==> src/rtl/pcs25g_train_pkg.sv <==
// Shared PCS training-preamble definitions, used by the RX detector and the TX preamble generator.
package pcs25g_train_pkg;

  localparam int LANE_W = 48;

  localparam logic [LANE_W-1:0] ESC_CHAR  = 48'hE5C0_3A1F_E5C0;
  localparam logic [LANE_W-1:0] IDLE_CHAR = 48'h0707_0707_0707;
  // A SYNC lane carries SYNC_CHAR in its upper 37 bits; the low 11 bits must be zero
  localparam logic [36:0]       SYNC_CHAR = 37'h1_5A5A_C3C3;

  typedef enum logic [1:0] {
    W_ESC   = 2'd0,
    W_IDLE  = 2'd1,
    W_SYNC  = 2'd2,
    W_OTHER = 2'd3
  } word_class_e;

  typedef enum logic [2:0] {
    HUNT   = 3'd0,
    ESC_S  = 3'd1,
    IDLE_S = 3'd2,
    SYNC_S = 3'd3,
    LOCKED = 3'd4
  } state_e;

endpackage

==> src/rtl/train_word_classify192.sv <==
// Combinational classifier: 4-lane training word -> ESC / IDLE / SYNC / OTHER.
module train_word_classify192 #(
  parameter int LANE_W = pcs25g_train_pkg::LANE_W
) (
  input  logic [4*LANE_W-1:0]           data,
  output pcs25g_train_pkg::word_class_e wclass
);
  import pcs25g_train_pkg::*;

  logic [3:0] is_esc;
  logic [3:0] is_idle;
  logic [3:0] is_sync;

  always_comb begin
    is_esc  = '0;
    is_idle = '0;
    is_sync = '0;
    for (int l = 0; l < 4; l++) begin
      is_esc[l]  = (data[l*LANE_W +: LANE_W] == ESC_CHAR);
      is_idle[l] = (data[l*LANE_W +: LANE_W] == IDLE_CHAR);
      is_sync[l] = (data[l*LANE_W+11 +: LANE_W-11] == SYNC_CHAR) &&
                   (data[l*LANE_W +: 11] == 11'd0);
    end
  end

  // Mixed-lane words never match a class, so they fall through to OTHER
  always_comb begin
    wclass = W_OTHER;
    if (&is_esc)       wclass = W_ESC;
    else if (&is_idle) wclass = W_IDLE;
    else if (&is_sync) wclass = W_SYNC;
  end

endmodule

==> src/rtl/rx_train_detect192.sv <==
// RX training-preamble detector: ESC_CNT x ESC, IDLE_CNT x IDLE, SYNC_CNT x SYNC -> locked.
// Defining RX_TRAIN_ERR_CNT_EN adds a saturating seq_err counter on err_cnt.
//
//  state  | meaning
//  HUNT   | waiting for the first ESC word
//  ESC_S  | counting ESC words (extras tolerated)
//  IDLE_S | counting IDLE words
//  SYNC_S | counting SYNC words
//  LOCKED | preamble complete, data is payload
module rx_train_detect192 #(
  parameter int LANE_W   = pcs25g_train_pkg::LANE_W,
  parameter int ESC_CNT  = 4,
  parameter int IDLE_CNT = 4,
  parameter int SYNC_CNT = 4
) (
  input  logic                clk,
  input  logic                reset_n,
  input  logic [4*LANE_W-1:0] data,
  input  logic                in_rxen,
  input  logic                relock,
  output logic                locked,
  output logic                train_done,
  output logic                seq_err,
  output logic [2:0]          state
`ifdef RX_TRAIN_ERR_CNT_EN
  , output logic [15:0]       err_cnt
`endif
);
  import pcs25g_train_pkg::*;

  localparam logic [3:0] ESC_N     = 4'(ESC_CNT);
  localparam logic [3:0] IDLE_N    = 4'(IDLE_CNT);
  localparam logic [3:0] SYNC_LAST = 4'(SYNC_CNT - 1);

  state_e      st;
  logic [3:0]  cnt;
  word_class_e wclass;

  train_word_classify192 #(.LANE_W(LANE_W)) u_classify (
    .data   (data),
    .wclass (wclass)
  );

  assign state = st;

  always_ff @(posedge clk or negedge reset_n) begin
    if (!reset_n) begin
      st         <= HUNT;
      cnt        <= '0;
      locked     <= 1'b0;
      train_done <= 1'b0;
      seq_err    <= 1'b0;
    end else begin
      train_done <= 1'b0;
      seq_err    <= 1'b0;
      if (relock) begin
        st     <= HUNT;
        cnt    <= '0;
        locked <= 1'b0;
      end else if (in_rxen) begin
        case (st)
          HUNT: begin
            if (wclass == W_ESC) begin
              st  <= ESC_S;
              cnt <= 4'd1;
            end
          end
          ESC_S: begin
            if (wclass == W_ESC) begin
              if (cnt < ESC_N) cnt <= cnt + 4'd1;
            end else if (wclass == W_IDLE && cnt == ESC_N) begin
              st  <= IDLE_S;
              cnt <= 4'd1;
            end else begin
              seq_err <= 1'b1;
              st      <= HUNT;
              cnt     <= '0;
            end
          end
          IDLE_S: begin
            if (wclass == W_IDLE && cnt < IDLE_N) begin
              cnt <= cnt + 4'd1;
            end else if (wclass == W_SYNC && cnt == IDLE_N) begin
              if (SYNC_CNT == 1) begin
                st         <= LOCKED;
                cnt        <= '0;
                locked     <= 1'b1;
                train_done <= 1'b1;
              end else begin
                st  <= SYNC_S;
                cnt <= 4'd1;
              end
            end else if (wclass == W_ESC) begin
              seq_err <= 1'b1;
              st      <= ESC_S;
              cnt     <= 4'd1;
            end else begin
              seq_err <= 1'b1;
              st      <= HUNT;
              cnt     <= '0;
            end
          end
          SYNC_S: begin
            // cnt holds the SYNC words already seen; lock is taken on the last one
            if (wclass == W_SYNC && cnt < SYNC_LAST) begin
              cnt <= cnt + 4'd1;
            end else if (wclass == W_SYNC && cnt == SYNC_LAST) begin
              st         <= LOCKED;
              cnt        <= '0;
              locked     <= 1'b1;
              train_done <= 1'b1;
            end else if (wclass == W_ESC) begin
              seq_err <= 1'b1;
              st      <= ESC_S;
              cnt     <= 4'd1;
            end else begin
              seq_err <= 1'b1;
              st      <= HUNT;
              cnt     <= '0;
            end
          end
          LOCKED: begin
          end
          default: begin
            st     <= HUNT;
            cnt    <= '0;
            locked <= 1'b0;
          end
        endcase
      end
    end
  end

`ifdef RX_TRAIN_ERR_CNT_EN
  always_ff @(posedge clk or negedge reset_n) begin
    if (!reset_n) begin
      err_cnt <= '0;
    end else if (relock) begin
      err_cnt <= '0;
    end else if (seq_err && err_cnt != 16'hFFFF) begin
      err_cnt <= err_cnt + 16'd1;
    end
  end
`endif

endmodule
==> config.mk <==
export PLATFORM = sky130hd
export DESIGN_NAME = rx_train_detect192
export DESIGN_NICKNAME = d
export VERILOG_FILES = /design/src/rtl/pcs25g_train_pkg.sv /design/src/rtl/train_word_classify192.sv /design/src/rtl/rx_train_detect192.sv
export SDC_FILE = /design/constraint.sdc
export NUM_CORES = 1
export LEC_CHECK = 0
export CORE_MARGIN = 10
export CORE_UTILIZATION = 27
export CTS_CLUSTER_DIAMETER = 30
export DETAILED_ROUTE_END_ITERATION = 10
export GPL_TIMING_DRIVEN = 0
export HOLD_SLACK_MARGIN = 0.02
export PLACE_DENSITY = 0.86
export SLEW_MARGIN = 20
export SYNTH_ARGS = -nofsm -noshare
export SYNTH_HDL_FRONTEND = slang
export SYNTH_SLANG_ARGS = --single-unit
export TNS_END_PERCENT = 100
==> constraint.sdc <==
create_clock -name clk -period 2 [get_ports clk]
set_input_delay 0.6 -clock clk [delete_from_list [all_inputs] [get_ports clk]]
set_output_delay 0.6 -clock clk [all_outputs]
set_load 0.05 [all_outputs]
* After elaboration in Yosys (flattened, before gate mapping)
Index checks and enable logic that the tools add are counted.
Operators by class: $add $sub $neg 1, order comparisons 2, equal/unequal tests 28, mux-type cells 45, reductions and logical operators 23
Operators by type and width (number):
- == test 48 x 43 -> 1 bit (second input constant) | 4
- == test 48 bit (second input constant) | 4
- == test 37 x 33 -> 1 bit (second input constant) | 4
- zero test 11 bit | 4
- 2-to-1 mux 4 bit | 8
- 2-to-1 mux 1 bit | 22
- 2-to-1 mux 3 bit | 7
- case mux 4 bit (5 select lines) | 1
- AND reduction 4 bit | 5
- != test 3 bit (second input constant) | 5
- case mux 3 bit (5 select lines) | 1
- logical AND 1 bit | 9
- 2-to-1 mux 2 bit | 4
- == test 3 x 2 -> 1 bit (second input constant) | 2
- AND reduction 6 bit | 1
- adder 4 x 1 -> 4 bit (second input constant) | 1
- == test 4 x 2 -> 1 bit (second input constant) | 1
- == test 4 x 3 -> 1 bit (second input constant) | 1
- < comparator 4 x 2 -> 1 bit (second input constant) | 1
- < comparator 4 x 3 -> 1 bit (second input constant) | 1
- != test 4 bit (second input constant) | 1
- OR reduction 4 bit | 1
- == test 3 x 1 -> 1 bit (second input constant) | 1
- == test 3 bit (second input constant) | 1
- other kinds (9) | 9
Storage, ports and cells: bits in registers 10, input port bits 196, output and inout bits 6, logic and storage cells 104

* Depth between registers and ports, before layout
Gate-level depths: netlist (run 1).
depth after elaboration 13, mapped depth 9, gate-level depth less buffers 9

* Hierarchy
Synthesis (run 1) repeated with hierarchy kept, for this count alone.
Second synthesis, totals: cell total of the unflattened synthesis 208, area, all modules 1766.7 µm²
By module, submodules not included:
- train_word_classify192 | times used 1, cells an instance 127, area each 1047.3 µm²
- rx_train_detect192 | times used 1, cells an instance 81, area each 719.4 µm²

* Worst setup path before layout (run 1)
OpenSTA, ideal clock, no wires.
kind input to register, start point input data[33], end point register cnt[1], arrival 2.386 ns, data required time 1.865 ns, path slack -0.522 ns, stages on the path 8, buffers on the path 0, path through nand4b_1 -> or4_1 -> nor4_1 -> nand4_1 -> or3_4 -> o211a_4 -> o21ai_2 -> o32ai_2
Between the ends: cells in the longest elaborated chain, start to end 12, elaborated cells on any way between the ends 24, those cells by class eq/ne (7); mux (9); reduce/logical (8)
Ends and longest elaborated chain:
- start: declaration | RTL line rx_train_detect192.sv:18 | input logic [4*LANE_W-1:0] data,
- == test 37 x 33 -> 1 bit | RTL line train_word_classify192.sv:21 | is_sync[l] = (data[l*LANE_W+11 +: LANE_W-11] == SYNC_CHAR) &&
- logical AND 1 bit | RTL line train_word_classify192.sv:21
- AND reduction 4 bit | RTL line train_word_classify192.sv:31 | else if (&is_sync) wclass = W_SYNC;
- 2-to-1 mux 1 bit | RTL line train_word_classify192.sv:31
- 2-to-1 mux 2 bit | RTL line train_word_classify192.sv:30 | else if (&is_idle) wclass = W_IDLE;
- 2-to-1 mux 2 bit * | RTL line train_word_classify192.sv:29 | if (&is_esc) wclass = W_ESC;
- == test 2 bit or == test 2 x 1 -> 1 bit (tied branches)
- logical AND 1 bit, on equally long branches | RTL line rx_train_detect192.sv:105, rx_train_detect192.sv:81
- 2-to-1 mux 4 bit, on equally long branches | RTL line rx_train_detect192.sv:105, rx_train_detect192.sv:81
- case mux 4 bit (5 select lines) | RTL line rx_train_detect192.sv:61 | case (st)
- 2-to-1 mux 4 bit | RTL line rx_train_detect192.sv:60 | end else if (in_rxen) begin
- 2-to-1 mux 4 bit | RTL line rx_train_detect192.sv:56 | if (relock) begin
- end signal: assignment | RTL line rx_train_detect192.sv:70 | if (cnt < ESC_N) cnt <= cnt + 4'd1;
- end signal: assignment | RTL line rx_train_detect192.sv:82 | cnt <= cnt + 4'd1;
- end signal: assignment | RTL line rx_train_detect192.sv:106 | cnt <= cnt + 4'd1;
- end: declaration | RTL line rx_train_detect192.sv:36 | logic [3:0] cnt;
Every way passes the cells marked *; elsewhere a longest branch is shown, timed or not. The select of a mux whose other input is x is not followed. A chain may end at the register's enable or synchronous reset.

* Worst setup path in the final report (run 1)
start point input data[170], end point register st[0] (netlist: state[0])
Between the ends: cells in the longest elaborated chain, start to end 13, elaborated cells on any way between the ends 30, those cells by class eq/ne (9); mux (11); reduce/logical (10)
Ends and longest elaborated chain:
- == test 37 x 33 -> 1 bit | RTL line train_word_classify192.sv:21
- logical AND 1 bit | RTL line train_word_classify192.sv:21
- AND reduction 4 bit | RTL line train_word_classify192.sv:31
- 2-to-1 mux 1 bit | RTL line train_word_classify192.sv:31
- 2-to-1 mux 2 bit | RTL line train_word_classify192.sv:30
- 2-to-1 mux 2 bit * | RTL line train_word_classify192.sv:29
- zero test 2 bit or == test 2 bit (tied branches)
- 2-to-1 mux 1 bit, or another cell as far along | RTL line rx_train_detect192.sv:93, rx_train_detect192.sv:112
- 2-to-1 mux 3 bit or 2-to-1 mux 2 bit (tied branches) | RTL line rx_train_detect192.sv:107, rx_train_detect192.sv:83
- 2-to-1 mux 3 bit, on equally long branches | RTL line rx_train_detect192.sv:105, rx_train_detect192.sv:81
- case mux 3 bit (5 select lines) | RTL line rx_train_detect192.sv:61
- 2-to-1 mux 3 bit | RTL line rx_train_detect192.sv:60
- 2-to-1 mux 3 bit | RTL line rx_train_detect192.sv:56
- end signal: assignment | RTL line rx_train_detect192.sv:57 | st <= HUNT;
- end signal: assignment | RTL line rx_train_detect192.sv:64 | st <= ESC_S;
- end signal: assignment | RTL line rx_train_detect192.sv:108 | st <= LOCKED;
- end: declaration | RTL line rx_train_detect192.sv:35 | state_e st;
Marks and branches as above.

==> results of run 1 <==
==> timing repair <==
action | 4_1_cts | 5_1_grt
hold endpoints to repair | 0 | 0
setup buffers | 25 | 4
gates resized for setup | 594 | 120
endpoints found under the setup margin | 12 | 12
pin swaps | 95 | 52
==> final cells by class <==
type	count	area (sq um)	share of cell area [%]
Multi-Input combinational cell	226	2520	53.3
Tap cell	99	124	2.62
Timing Repair Buffer	227	1730	36.6
Inverter	8	30.0	0.635
Clock buffer	4	55.1	1.16
Buffer	2	7.51	0.159
Antenna cell	3	7.51	0.159
Sequential cell	10	250	5.29
==> kinds of logic (layout without fill, tap and decap cells) <==
group / count (synthesis) / count (layout) / synth area share (%)
AND/OR/NAND/NOR: 199 / 199 / 74.1
AO/OA/AOI/OAI: 24 / 24 / 10.1
flip-flops: 10 / 10 / 12.3
buffers and inverters: 10 / 241 / 1.84
adder cells (fa/ha/maj): 3 / 3 / 1.72
other: 0 / 3 / 0
==> sequential cells by signal, indices dropped and copies added, names as in the netlist <==
register,count
locked,1
seq_err,1
train_done,1
cnt,4
state,3
==> cells in the mapped netlist (2+ instances only) <==
cell type / n
nand3_1: 13
nor4bb_1: 31
nor4_1: 25
ha_1: 2
nor2_1: 11
o211ai_2: 2
nand4_1: 32
inv_1: 8
nand3b_1: 3
and2_1: 2
nor4b_2: 2
dfrtp_1: 10
nand4b_1: 10
or4_1: 4
a21oi_1: 7
nor4b_1: 22
and4_1: 4
clkbuf_1: 2
nand4bb_1: 2
nor3_1: 6
nand2b_1: 2
nor2b_1: 2
o211ai_1: 2
and4b_1: 16
nand2_1: 7
==> per-layer routing <==
layer	global-route usage (%)	routed length, microns	share of wire (%)	vias up
met4	8.61	524	3.9	0
met1	24.0	5210	39	1665
met3	5.33	1030	7.7	37
met2	39.3	6590	49	213
met5	0	0	0	-
li1	-	-	-	1581
==> power groups by stage <==
stage               combinational (uW)  sequential, uW  clock (uW)
floorplan                         80.9             206           0
CTS                                499             203         267
global route                       559             202         281
finish                             530             203         260
detailed placement                 546             206           0
global placement                   533             206           0
==> worst paths after layout <==
path | start | end | slack [ps] | cells after the start
worst max-delay path | data[170] | state[0] | -560 | 10
worst min-delay path | cnt[2] | cnt[2] | 510 | 1
worst max register to register | cnt[3] | cnt[0] | -130 | 9
worst min register to register | cnt[2] | cnt[2] | 510 | 1
max in group asynchronous | reset_n | cnt[0] | 980 | 1
min in group asynchronous | reset_n | state[0] | 690 | 1
==> per-stage QoR <==
step / instances / worst slack [ps] / hold WS, ps / instance area, sq um
after global routing: 579 / -678 / 546 / 4730
after detailed placement: 545 / -1340 / 505 / 4180
after floorplan: 246 / -464 / 304 / 2060
after CTS: 573 / -632 / 517 / 4700
after global placement: 545 / -1260 / 499 / 4180
final: 579 / -564 / 514 / 4730
==> cells in the final DEF, fill, tap and decap left out, types with 10 or more instances in the layout <==
cell,Yosys,final
and4b_1,16,16
buf_2,0,68
buf_4,0,23
buf_6,0,24
clkbuf_2,0,30
clkdlybuf4s15_1,0,34
dfrtp_1,10,10
dlygate4sd2_1,0,34
nand4_1,32,32
nand4b_1,10,10
nor2_1,11,10
nor4_4,1,11
nor4b_4,0,12
nor4bb_1,31,12
nor4bb_4,0,12
==> results.txt, run 1 <==
Hold WC Path Type = register to register
worst path bufs/invs = 2
number of max-cap violations = 0
status = complete, but fails checks
Clock Latency Late Sink = 240 ps
minimum clock period = 2560 ps
Flop pwr share = 20.4%
Starting DRT DRC Count = 186
Comb power frac = 53.4%
CP required = 2150 ps
Core Area = 7290 sq um
critical path launch point type = input port
Synth area leaders = nor4bb_1 (15%), dfrtp_1 (12%), nand4_1 (9.8%)
CTS tree = built
via/cell ratio = 6.04
DR DRC count = 0
GRT Resource Usage Total = 21.8%
cell family with most CP delay = simple AND/OR/NAND/NOR gates
Yosys top cell by area = nor4bb_1
worst-margin pin slew = 521 ps
Pwr Total = 993 uW
remaining antenna violation count = 0
Seq cells post-synth = 10
Syn Std Cell Area = 2040 sq um
Main synth FF type = dfrtp_1
first-pass GRT wire length = 20300 microns
Achievable Freq = 390 MHz
failing checks = setup timing
number of clock sinks = 10
First-pass DRT Iterations = 5
top cell type's share of synthesized area = 15.2%
share of layout cells above drive strength 1 = 52.0%
power share of the clock group = 26.2%
post-DP HPWL = 10600 microns
post-DR wirelength/cell = 23.1 microns
sequential area share after synthesis = 12.3%
initial antenna violation count = 3
Total Wirelength = 13400 microns
P_sw = 310 uW
Fin. Hold Viols = 0
CTS Buf Count = 3
CTS max path bufs = 2
Post-synth ARST share = 100%
Synth Net Count = 444
cts hold-fix bufs = 0
number of synthesized flops with an enable pin = 0
Leak = 0.00211 uW
Reg clk slew, reported paths = 50 ps
skew final = 0.482 ps
number of global-route vias before repair = 3865
setup TNS = -4480 ps
fillers = 616
distinct cell type count after synthesis = 44
Synth Instances = 246
biggest cell delay along the critical path = 560 ps
Vias = 3496
Placer Congestion = 0.945
sw frac = 31.2%
Root Buffer = clkbuf_8
Pwr per Cell Area = 210 nW/um^2
htree depth = 1
Starting Density = 28.0%
Max VDD drop = 0.175 mV
grt ovf = 0
CP max FO = 5
Final Max Tran Viols = 0
RSZ-0062 raised after global routing = yes
mean post-synth cell area = 8.30 sq um
I/O Pins = 202
count of input and output buffers = 200
Final Util = 64.9%
largest net degree at the start of global routing = 11
Period Utilization, post-route = 128%
Int Power = 683 uW
Rel. slew slack = 65.2%
Critical-path top delay cell = or4_4
PnR worst setup slack = -564 ps
Die Ht = 107 microns
die width = 107 microns
worst path cell trace = buf_6 -> nand4b_1 -> or4_4 -> nor3_4 -> nand4_1 -> buf_4 -> o211ai_4 -> and2_4 -> o21ai_2 -> a221oi_2
arrival time worst endpoint = 2710 ps
critical path capture point type = register
Die ar. = 11400 sq um
row count = 31
final setup fails = 9
Nets = 676
Syn. warnings = 0
WS Path Type = input port to register
area grow syn2layout = 132%
(Power assumes the default switching activity.)
==> run 2, diff against run 1 <==
Settings changed: CAP_MARGIN set to 10, CORE_MARGIN 10 to 4.
==> run 2 against run 1 <==
Against the previous run: clock power is 18% lower; critical path type unchanged; total power shrank 4.7%; highest routed layer unchanged; clock-buffer cell count fell by 1; fmax fell by 1.1%; the flow still finishes with violations (setup timing); worst setup slack got worse by 30 ps; combinational power barely moved; routed wire length shrank 4.9%; die area down 21%; hold slack improved by 8.2 ps.
==> results.txt, run 2 (synthesis results as in run 1) <==
status = complete, but fails checks
failing checks = setup timing
GRT Resource Usage Total = 25.2% (+3.3 points)
DRT met1 WL = 4470 microns (-14%)
via/cell ratio = 6.07 (+0.51%)
Starting DRT DRC Count = 176 (-5.4%)
grt ovf = 0 (unchanged)
Achievable Freq = 386 MHz (-1.1%)
die width = 94.9 microns (-11%)
number of clock sinks = 10 (unchanged)
largest net degree at the start of global routing = 11 (unchanged)
Fin. Hold Viols = 0 (unchanged)
worst-margin pin slew = 499 ps (-22.0 ps)
final setup fails = 10 (+1)
Rel. slew slack = 66.7% (+1.5 points)
fillers = 637 (+3.4%)
Root Buffer = clkbuf_8
post-DR wirelength/cell = 21.9 microns (-5.0%)
Total Wirelength = 12700 microns (-4.9%)
Final Max Tran Viols = 0 (unchanged)
Reg-to-Reg Start = cnt[3]
placed cell areas = 4180 sq um (unchanged)
skew final = 1.89 ps (+1.41 ps)
Clock Latency Late Sink = 240 ps (about the same)
I/O Pins = 202 (unchanged)
Critical-path top delay cell = or3_1
Die Ht = 94.9 microns (-11%)
minimum clock period = 2590 ps (+29.7 ps)
arrival time worst endpoint = 2740 ps (+30 ps)
row count = 31 (unchanged)
worst path bufs/invs = 2 (unchanged)
Nets = 678 (+0.30%)
non-filler cells, final = 580 (+0.17%)
Starting Density = 28.0% (unchanged)
CTS tree = built
CP required = 2150 ps (about the same)
final instance area = 4740 sq um (+0.16%)
Pwr per Cell Area = 200 nW/um^2 (-4.8%)
WS Path Type = input port to register
Core Area = 7290 sq um (unchanged)
htree depth = 1 (unchanged)
hold_sp = cnt[2]
DP Worst Slack = -1410 ps (-65.1 ps)
RSZ-0062 raised after global routing = yes
CP startpoint = data[186]
Reg clk slew, reported paths = 50 ps (about the same)
critical path launch point type = input port
commonest non-fill, non-tap cell in the layout = dlygate4sd2_1
Die ar. = 9010 sq um (-21%)
cell family with most CP delay = simple AND/OR/NAND/NOR gates
area grow syn2layout = 132%
DR top layer = met4
Hold WC Path Type = register to register
Period Utilization, post-route = 130% (+1.5 points)
critical path capture point type = register
Leak = 0.00210 uW (-0.45%)
Inst Count DP = 545 (unchanged)
max reg flops = 4 (unchanged)
initial antenna violation count = 3 (unchanged)
post-DP HPWL = 9430 microns (-11%)
DR DRC count = 0 (unchanged)
Max VDD drop = 0.196 mV (+12%)
share of layout cells above drive strength 1 = 49.2% (-2.8 points)
number of max-cap violations = 0 (unchanged)
commonest cells after routing, fill and taps aside = dlygate4sd2_1 (59), clkbuf_2 (57), buf_2 (35)
CTS max path bufs = 2 (unchanged)
Vias = 3520 (+0.69%)
cts hold-fix bufs = 0 (unchanged)
PnR worst setup slack = -594 ps (-29.7 ps)
CTS Buf Count = 3 (unchanged)
biggest cell delay along the critical path = 350 ps (-210 ps)
remaining antenna violation count = 0 (unchanged)
First-pass DRT Iterations = 5 (unchanged)
metal3 WL = 1230 microns (+19%)
Pwr Total = 946 uW (-4.7%)
first-pass GRT wire length = 17800 microns (-12%)
count of input and output buffers = 200 (unchanged)
Detail Route met2 WL = 6690 microns (+1.5%)
number of global-route vias before repair = 3647 (-5.6%)
Placer Congestion = 0.934 (-1.2%)
largest reg by FF count = cnt
worst path cell trace = clkdlybuf4s15_1 -> nor4bb_1 -> nand4_1 -> nor4_4 -> nand4_1 -> or3_1 -> a21oi_2 -> buf_4 -> nor3_1 -> nor3_1
CP max FO = 3 (-2)
## run 2: timing repair
| action | CTS | global route |
|---|---|---|
| resized for setup | 464 | 165 |
| endpoints found under the setup margin | 12 | 12 |
| pin swaps | 94 | 68 |
| setup buffers | 19 | 12 |
## run 2: final cells by class
cell class | instances | area [sq um] | share of cell area (%)
well taps | 99 | 124 | 2.61
clock buffers | 3 | 41.3 | 0.871
multi-input cells | 226 | 2550 | 53.9
diodes | 3 | 7.51 | 0.158
inverters | 8 | 30.0 | 0.634
flip-flops and latches | 10 | 250 | 5.28
repair buffers | 229 | 1720 | 36.4
plain buffers | 2 | 7.51 | 0.158
## run 2: per-stage QoR
step	util [%]	setup TNS, ps	hold slack [ps]
global route	65.0	-5800	534
finish	65.0	-4770	522
global placement	57.3	-11340	496
detailed placement	57.3	-12110	509
CTS	64.1	-4800	523
floorplan	-	-2910	304
## run 2: per-layer routing
| metal | GRT usage (%) | vias to the layer above |
|---|---|---|
| met1 | 25.9 | 1673 |
| met5 | 0 | - |
| met2 | 48.6 | 224 |
| met3 | 6.53 | 38 |
| met4 | 8.41 | 0 |
| li1 | - | 1585 |
## run 2: power breakdown
group	total, uW	internal [uW]	switching [uW]
logic	530	300	230
clock network	214	132	81.8
registers	203	203	0.0000614
## run 2: path summary, 6_finish.rpt
check	end	slack, ps	cells past startpoint
setup / recovery	state[1]	-590	10
hold reg to reg	cnt[2]	520	1
hold / removal	cnt[2]	520	1
min in group asynchronous	cnt[3]	690	1
max in group asynchronous	train_done	980	1
setup reg to reg	state[1]	-220	9
## run 2: worst reg2reg max path, stage by stage (launching register included)
cell and delay, ps:
dfrtp_1 380, nor2_1 220, inv_1 110, nor4_4 350
nand4_1 180, or3_1 350, a21oi_2 210, buf_4 140
nor3_1 30, nor3_1 140
==> run 3, diff against run 2 <==
Settings changed: SKIP_CTS_REPAIR_TIMING set to 1.
==> run 3 against run 2 <==
Against the previous run: the run still ends with setup timing left; routed wire length grew 3.2%; global-route usage shrank 3.0 points; hold slack lost 1.5 ps; register-to-register slack lost 40 ps; clock-buffer cell count is the same; sequential share of layout area shrank 0.55 points; first-iteration DRC count grew 8.0%; largest power group unchanged.
==> results.txt, run 3 (synthesis results as in run 1) <==
status = complete, but fails checks
failing checks = setup timing
skew final = 0.240 ps (-1.65 ps)
Starting Density = 28.0% (unchanged)
number of max-cap violations = 0 (unchanged)
Starting DRT DRC Count = 190 (+8.0%)
Reg clk slew, reported paths = 40 ps (about the same)
final setup fails = 10 (unchanged)
Worst R2R Path Depth = 8 (-1)
commonest cells after routing, fill and taps aside = dlymetal6s2s_1 (143), clkbuf_2 (43), nand4_1 (32)
worst path bufs/invs = 1 (-1)
CP required = 2140 ps (about the same)
Max VDD drop = 0.176 mV (-10%)
count of input and output buffers = 200 (unchanged)
number of clock sinks = 10 (unchanged)
Period Utilization, post-route = 131% (+1.8 points)
critical path launch point type = input port
Die Ht = 94.9 microns (unchanged)
number of global-route vias before repair = 3349 (-8.2%)
Die ar. = 9010 sq um (unchanged)
post-DR wirelength/cell = 23.0 microns (+5.0%)
worst hold stages = 1 (unchanged)
GRT Resource Usage Total = 22.2% (-3.0 points)
Final Util = 72.5% (+7.6 points)
P_sw = 316 uW (+1.3%)
Achievable Freq = 380 MHz (-1.4%)
Int Power = 703 uW (+11%)
via/cell ratio = 6.09 (+0.31%)
arrival time worst endpoint = 2770 ps (+30 ps)
Levels on crit path = 7 (-3)
largest net degree at the start of global routing = 11 (unchanged)
Total Wirelength = 13100 microns (+3.2%)
CP max FO = 5 (+2)
Vias = 3470 (-1.4%)
Core Area = 7290 sq um (unchanged)
share of layout cells above drive strength 1 = 34.1% (-15 points)
row count = 31 (unchanged)
Placer Congestion = 0.934 (unchanged)
remaining antenna violation count = 0 (unchanged)
CTS max path bufs = 2 (unchanged)
WS Path Type = input port to register
first-pass GRT wire length = 15900 microns (-11%)
Final Max Tran Viols = 0 (unchanged)
Pwr per Cell Area = 193 nW/um^2 (-3.5%)
RSZ-0062 raised after global routing = yes
hold_sp = cnt[2]
post-DP HPWL = 9430 microns (unchanged)
htree depth = 1 (unchanged)
DR DRC count = 0 (unchanged)
Root Buffer = clkbuf_8
biggest cell delay along the critical path = 490 ps (+140 ps)
largest reg by FF count = cnt
First-pass DRT Iterations = 4 (-1)
Critical-path top delay cell = clkdlybuf4s50_1
cell family with most CP delay = simple AND/OR/NAND/NOR gates
initial antenna violation count = 8 (+5)
Hold WC Path Type = register to register
die width = 94.9 microns (unchanged)
CTS Buf Count = 3 (unchanged)
Leak = 0.00323 uW (+54%)
fillers = 492 (-23%)
power share of the clock group = 20.1% (-2.5 points)
Comb power frac = 60.0% (+4.0 points)
Clock Latency Late Sink = 230 ps (about the same)
Reg-to-Reg Start = cnt[3]
worst-margin pin slew = 545 ps (+46.9 ps)
setup TNS = -4880 ps (-112 ps)
grt ovf = 0 (unchanged)
area of the multi-input gates = 2560 sq um (+0.29%)
PnR worst setup slack = -630 ps (-36.2 ps)
Fin. Hold Viols = 0 (unchanged)
Sequential Area = 250 sq um (unchanged)
worst path cell trace = clkdlybuf4s50_1 -> nand3b_1 -> nor4_4 -> nand4_1 -> or3_4 -> o211a_4 -> o32ai_2
critical path capture point type = register
commonest non-fill, non-tap cell in the layout = dlymetal6s2s_1
sw frac = 31.0% (-1.9 points)
CTS tree = built
Nets = 663 (-2.2%)
max reg flops = 4 (unchanged)
minimum clock period = 2630 ps (+36.2 ps)
CP startpoint = data[169]
I/O Pins = 202 (unchanged)
Rel. slew slack = 63.6% (-3.1 points)
area grow syn2layout = 159%
Flop pwr share = 19.9% (-1.5 points)
[run 3: path summary, 6_finish.rpt]
check / slack (ps) / to
worst max-delay path: -630 / cnt[1]
worst min-delay path: 520 / cnt[2]
worst max register to register: -260 / state[0]
worst min register to register: 520 / cnt[2]
max in group asynchronous: 1000 / state[2]
min in group asynchronous: 690 / state[1]
[run 3: worst reg2reg max path, stage by stage (launching register included)]
cell and delay [ps]:
dfrtp_1 380, nor2_1 230, inv_1 110, nor4_4 340, nand4_1 210, or3_4 430
a21oi_4 180, a21oi_2 60, a221oi_2 240
[run 3: power by group through the flow]
| stage | clock (uW) | sequential (uW) | combinational [uW] |
|---|---|---|---|
| 6_report | 205 | 203 | 612 |
| 5_1_grt | 223 | 203 | 644 |
| 4_1_cts | 215 | 203 | 549 |
| 3_5_place_dp | 0 | 206 | 546 |
| 3_3_place_gp | 0 | 206 | 534 |
| 2_1_floorplan | 0 | 206 | 80.9 |
[run 3: metal layers]
| metal | vias up | track usage, % | wire [microns] |
|---|---|---|---|
| li1 | 1550 | - | - |
| met4 | 0 | 7.09 | 544 |
| met5 | - | 0 | 0 |
| met3 | 46 | 6.29 | 1380 |
| met1 | 1647 | 24.1 | 4700 |
| met2 | 227 | 41.1 | 6490 |
[run 3: area by class of cell]
| class | instances | share of cell area, % |
|---|---|---|
| Buffer | 2 | 0.142 |
| Antenna cell | 8 | 0.378 |
| Multi-Input combinational cell | 226 | 48.4 |
| Clock buffer | 3 | 0.781 |
| Timing Repair Buffer | 214 | 42.6 |
| Tap cell | 99 | 2.34 |
| Inverter | 8 | 0.568 |
| Sequential cell | 10 | 4.73 |
[run 3: stage by stage]
step	power (uW)	setup WS, ps	hold slack, ps	std cells	cell area (sq um)
2_1_floorplan	287	-464	304	246	2060
3_3_place_gp	740	-1310	496	545	4180
3_5_place_dp	753	-1410	509	545	4180
4_1_cts	967	-1160	523	548	4220
5_1_grt	1070	-732	534	570	5290
6_report	1020	-630	520	570	5290
